## src/rtl/internal_ram_arbiter.sv

```systemverilog
// Round-robin arbiter for the 512x32 internal RAM shared by the ZPU core and loader/DMA.
// Byte-lane writes are built from a two-cycle read-modify-write on the single-port RAM.
module internal_ram_arbiter #(
  parameter int ADDR_WIDTH = 9,
  parameter int DATA_WIDTH = 32
) (
  input  logic                    clk,
  input  logic                    rst_n,
  input  logic                    req0,
  input  logic                    req1,
  input  logic                    we0,
  input  logic                    we1,
  input  logic [DATA_WIDTH/8-1:0] be0,
  input  logic [DATA_WIDTH/8-1:0] be1,
  input  logic [ADDR_WIDTH-1:0]   addr0,
  input  logic [ADDR_WIDTH-1:0]   addr1,
  input  logic [DATA_WIDTH-1:0]   wdata0,
  input  logic [DATA_WIDTH-1:0]   wdata1,
  output logic                    gnt0,
  output logic                    gnt1,
  output logic                    rvalid0,
  output logic                    rvalid1,
  output logic [DATA_WIDTH-1:0]   rdata,
  output logic [ADDR_WIDTH-1:0]   ram_addr,
  output logic [DATA_WIDTH-1:0]   ram_din,
  output logic                    ram_we,
  input  logic [DATA_WIDTH-1:0]   ram_dout
);

  localparam int NB = DATA_WIDTH / 8;

  typedef enum logic {
    S_IDLE,
    S_RMW
  } state_e;

  state_e                state_q, state_d;
  logic                  last_q, last_d;
  logic                  rv0_q, rv0_d;
  logic                  rv1_q, rv1_d;
  logic [ADDR_WIDTH-1:0] hold_q, hold_d;
  logic [ADDR_WIDTH-1:0] rmw_addr_q, rmw_addr_d;
  logic [DATA_WIDTH-1:0] rmw_data_q, rmw_data_d;
  logic [NB-1:0]         rmw_be_q, rmw_be_d;

  logic                  idle;
  logic                  pick0;
  logic                  pick1;
  logic                  any_gnt;
  logic                  w_we;
  logic [NB-1:0]         w_be;
  logic [ADDR_WIDTH-1:0] w_addr;
  logic [DATA_WIDTH-1:0] w_wdata;
  logic                  w_full;
  logic                  w_part;
  logic [DATA_WIDTH-1:0] merged;

  // Port 1 wins when alone, or on contention when port 0 was served last.
  always_comb begin
    idle  = (state_q == S_IDLE);
    pick1 = req1 && (!req0 || !last_q);
    pick0 = req0 && !pick1;
    gnt0  = rst_n && idle && pick0;
    gnt1  = rst_n && idle && pick1;
    any_gnt = gnt0 || gnt1;
  end

  always_comb begin
    w_we    = pick1 ? we1    : we0;
    w_be    = pick1 ? be1    : be0;
    w_addr  = pick1 ? addr1  : addr0;
    w_wdata = pick1 ? wdata1 : wdata0;
    w_full  = (w_be == {NB{1'b1}});
    w_part  = !w_full && (w_be != {NB{1'b0}});
  end

  always_comb begin
    merged = ram_dout;
    for (int n = 0; n < NB; n++) begin
      if (rmw_be_q[n]) begin
        merged[8*n +: 8] = rmw_data_q[8*n +: 8];
      end
    end
  end

  always_comb begin
    ram_addr = hold_q;
    ram_din  = w_wdata;
    ram_we   = 1'b0;
    if (rst_n && state_q == S_RMW) begin
      ram_addr = rmw_addr_q;
      ram_din  = merged;
      ram_we   = 1'b1;
    end else if (any_gnt) begin
      ram_addr = w_addr;
      ram_we   = w_we && w_full;
    end
  end

  always_comb begin
    state_d    = state_q;
    last_d     = last_q;
    rv0_d      = gnt0 && !w_we;
    rv1_d      = gnt1 && !w_we;
    hold_d     = ram_addr;
    rmw_addr_d = rmw_addr_q;
    rmw_data_d = rmw_data_q;
    rmw_be_d   = rmw_be_q;
    if (state_q == S_RMW) begin
      state_d = S_IDLE;
    end else if (any_gnt) begin
      last_d = gnt1;
      if (w_we && w_part) begin
        state_d    = S_RMW;
        rmw_addr_d = w_addr;
        rmw_data_d = w_wdata;
        rmw_be_d   = w_be;
      end
    end
  end

  always_ff @(posedge clk) begin
    if (!rst_n) begin
      state_q    <= S_IDLE;
      last_q     <= 1'b1;
      rv0_q      <= 1'b0;
      rv1_q      <= 1'b0;
      hold_q     <= '0;
      rmw_addr_q <= '0;
      rmw_data_q <= '0;
      rmw_be_q   <= '0;
    end else begin
      state_q    <= state_d;
      last_q     <= last_d;
      rv0_q      <= rv0_d;
      rv1_q      <= rv1_d;
      hold_q     <= hold_d;
      rmw_addr_q <= rmw_addr_d;
      rmw_data_q <= rmw_data_d;
      rmw_be_q   <= rmw_be_d;
    end
  end

  assign rvalid0 = rv0_q;
  assign rvalid1 = rv1_q;
  assign rdata   = ram_dout;

endmodule

```

## config.mk

```make
export PLATFORM = sky130hd
export DESIGN_NAME = internal_ram_arbiter
export DESIGN_NICKNAME = d
export VERILOG_FILES = /design/src/rtl/internal_ram_arbiter.sv
export SDC_FILE = /design/constraint.sdc
export NUM_CORES = 1
export LEC_CHECK = 0
export CELL_PAD_IN_SITES_DETAIL_PLACEMENT = 1
export CELL_PAD_IN_SITES_GLOBAL_PLACEMENT = 1
export CORE_ASPECT_RATIO = 0.7
export CORE_UTILIZATION = 30
export DETAILED_ROUTE_END_ITERATION = 12
export HOLD_SLACK_MARGIN = 0.02
export PLACE_DENSITY_LB_ADDON = 0.12
export SYNTH_ARGS = -nofsm -noshare
export SYNTH_HDL_FRONTEND = slang
export SYNTH_SLANG_ARGS = --single-unit
```

## constraint.sdc

```tcl
create_clock -name clk -period 2.9 [get_ports clk]
set_clock_uncertainty 0.05 [all_clocks]
set_input_delay 0.435 -clock clk [delete_from_list [all_inputs] [get_ports clk]]
set_output_delay 0.435 -clock clk [all_outputs]
set_load 0.01 [all_outputs]
```

==> impl_metrics.yaml <==
timing:
  slew_viol_final: 0
  worst_slew_pin_slew_ns: 0.656
  whs_ns: 0.412
  slew_headroom: 0.563
  setup_viol: 0
  fin_crit_sh: 0.979
  hold_viol: 0
  min_period_ns: 2.84
  fmax_mhz: 352
  rsz0062_at_grt: "false"
routing:
  firstDrtPassIters: 4
  vias: 3941
  postRouteAntennaNets: 0
  drt_iter0_markers: 140
  wl_per_cell_um: 17.9
  viasPerCell: 5.17
  routed_wl_um: 13700
  drc: 0
hold_path:
  hold_class: "flop to flop"
floorplanning:
  die_w_um: 136
  dieArea_sq_um: 13000
  coreArea_sq_um: 12000
  initial_core_util: 0.315
  die_h_um: 95.8
  ios: 206
  rows: 33
clocking:
  numCtsBuffers: 9
  cts_root_buffer: "clkbuf_16"
  cts_tree: "done"
  cts_setup_buffers: 0
  h-tree-depth: 3
  clockBufferDepth: 2
  hold_buffers: 0
  cts_sinks: 58
  clock_latency_ns: 0.32
  clk_pin_slew_ns: 0.05
placement:
  gp_congestion: 0.781
  post_dp_cell_area_sq_um: 5820
  io_buffer_count: 205
  place_hpwl_um: 10400
global_routing:
  grt_pass1_wl_um: 20900
  grt_overflow: 0
  grt_antenna_before_repair: 0
  track_usage: 0.205
  grt_max_degree: 36
  grt_pass1_vias: 4111
logic_synthesis:
  synthCells: 433
  yosys.area.top_type: "dfxtp_1"
  synth_fa_ha_area_frac: 0
  seq_area_frac_synth: 0.308
  synth_mux_area_frac: 0.159
  synth_nets: 561
  synthSimpleGateAreaFrac: 0.145
  yosysWarningCount: 0
  synth_top_area_share: 0.308
  synth_top_family_by_area: "compound AO/OA/AOI/OAI gates"
  yosys.area_share.xor_xnor: 0
  synth_cell_types: 34
  synth-compound-area-share: 0.270
  syn_area_sq_um: 3770
  avgSynthCellArea_sq_um: 8.72
  ys_ff_latch: 58
  synthTopCellsByArea: "dfxtp_1, mux2i_1, o221a_2"
power_and_ir_drop:
  p_per_area_nw_per_um2: 444
  power_mw: 2.77
  p_leak_nw: 2.57
  vdd_drop_max_uv: 258
run:
  maxCapViolations: 0
final_layout:
  fin_area_sq_um: 6240
  final_util: 0.521
  num_antenna_cells: 0
  fin_nets: 729
  drive_gt1_frac: 0.160
  syn_to_final_growth_pct: 65.4
critical_path:
  crit_path_max_fanout: 19
  crit_slowest_cell: "clkdlybuf4s50_1"
  cpMostUsedCell: "clkdlybuf4s50_1"
  cpPeakStageDelay_ns: 0.55
  cp-start-kind: "primary input"
  cp_data_arrival_time_ns: 2.36
  worstPathCellList: "clkdlybuf4s50_1 -> a21bo_2 -> buf_4 -> buf_12 -> mux2i_1 -> a21oi_1 -> clkdlybuf4s50_1"
  path_class: "primary input to primary output"
  critPathCaptureType: "primary output"
  required_ns: 2.41
run_status:
  status: "complete, no violations"
-- per-layer routing --
metal / vias to the layer above / GRT usage / part of all wire
li1: 1902 / - / -
met1: 1881 / 0.260 / 0.45
met2: 150 / 0.341 / 0.45
met3: 8 / 0.0669 / 0.084
met4: 0 / 0.0417 / 0.0086
met5: - / 0 / 0
-- metrics by stage --
| stage | setup slack, ns | setup TNS, ns | instances |
|---|---|---|---|
| CTS | 0.0000744 | 0 | 762 |
| global route | 0.000332 | 0 | 762 |
| floorplan | 0.859 | 0 | 433 |
| global placement | -0.0422 | -0.0827 | 747 |
| finish | 0.0599 | 0 | 762 |
| detailed placement | -0.114 | -0.667 | 747 |
-- report_power, final --
part	internal [mW]	leakage [nW]	switching (mW)
registers	0.856	0.475	0.0489
logic	0.481	1.95	0.361
clock network	0.654	0.145	0.368
total	1.99	2.57	0.778
-- final timing paths --
kind / startpoint / endpoint / slack (ns) / cells after the start
max: req0 / ram_din[22] / 0.06 / 7
min: rmw_addr_q[3] / rmw_addr_q[3] / 0.41 / 2
max reg2reg: last_q / rmw_data_q[19] / 0.80 / 7
min reg2reg: rmw_addr_q[3] / rmw_addr_q[3] / 0.41 / 2
-- critical path, delay by kind of cell --
family	cells	cell delay, ns
buffers and inverters	4	1.32
multiplexers	1	0.15
AO/OA/AOI/OAI	2	0.43
-- cells in the final DEF (no fill, tap or decap), types with 20 or more instances in the layout --
master,n
a21oi_1,31
dfxtp_1,58
dlymetal6s2s_1,20
nor2b_1,32
nand2_1,59
clkdlybuf4s50_1,170
o21ai_0,24
o221a_2,28
a211oi_1,32
mux2i_1,35
-- kinds of logic after synthesis --
group / count (synthesis)
buf+inv: 71
flops: 58
mux: 59
compound gates: 133
simple gates: 112
-- synthesized netlist by cell type --
| library cell | n |
|---|---|
| nand2_1 | 60 |
| dfxtp_1 | 58 |
| mux2i_1 | 50 |
| a211oi_1 | 32 |
| a21oi_1 | 32 |
| buf_4 | 32 |
| nor2b_1 | 32 |
| o221a_2 | 28 |
| o21ai_0 | 24 |
| clkbuf_1 | 21 |
| nor3_1 | 10 |
| mux2_2 | 9 |
| buf_6 | 7 |
| buf_2 | 6 |
| o211a_1 | 4 |
| o221a_1 | 4 |
| buf_1 | 3 |
| and2_1 | 2 |
| and4_1 | 2 |
| inv_1 | 2 |
| o41ai_2 | 2 |
| a21bo_2 | 1 |
| a21boi_1 | 1 |
| a21o_1 | 1 |
| a21oi_2 | 1 |
| a21oi_4 | 1 |
| a31oi_1 | 1 |
| and3_1 | 1 |
| nand2b_1 | 1 |
| nor2_1 | 1 |
| nor4_1 | 1 |
| o311ai_0 | 1 |
| or3_1 | 1 |
| or3_4 | 1 |
-- final cells by class --
type | count | area [sq um]
clock buffer | 9 | 225
clock inverter | 6 | 58.8
fill | 1322 | 5730
inverter | 2 | 7.51
multi-input combinational | 304 | 2280
sequential | 58 | 1160
tap | 157 | 196
timing repair buffer | 226 | 2310
-- state kept, by name, indices dropped and copies added (netlist names) --
signal      count
state_q         1
rvalid0         1
rmw_be_q        4
last_q          1
rmw_data_q     32
rvalid1         1
rmw_addr_q      9
hold_q          9
-- repair_timing --
action / 4_1_cts / 5_1_grt
setup endpoints to repair: 18 / 20
resized for setup: 22 / 33
pin swaps: 1 / 1
No activity file was read; power rests on OpenSTA's default activity.
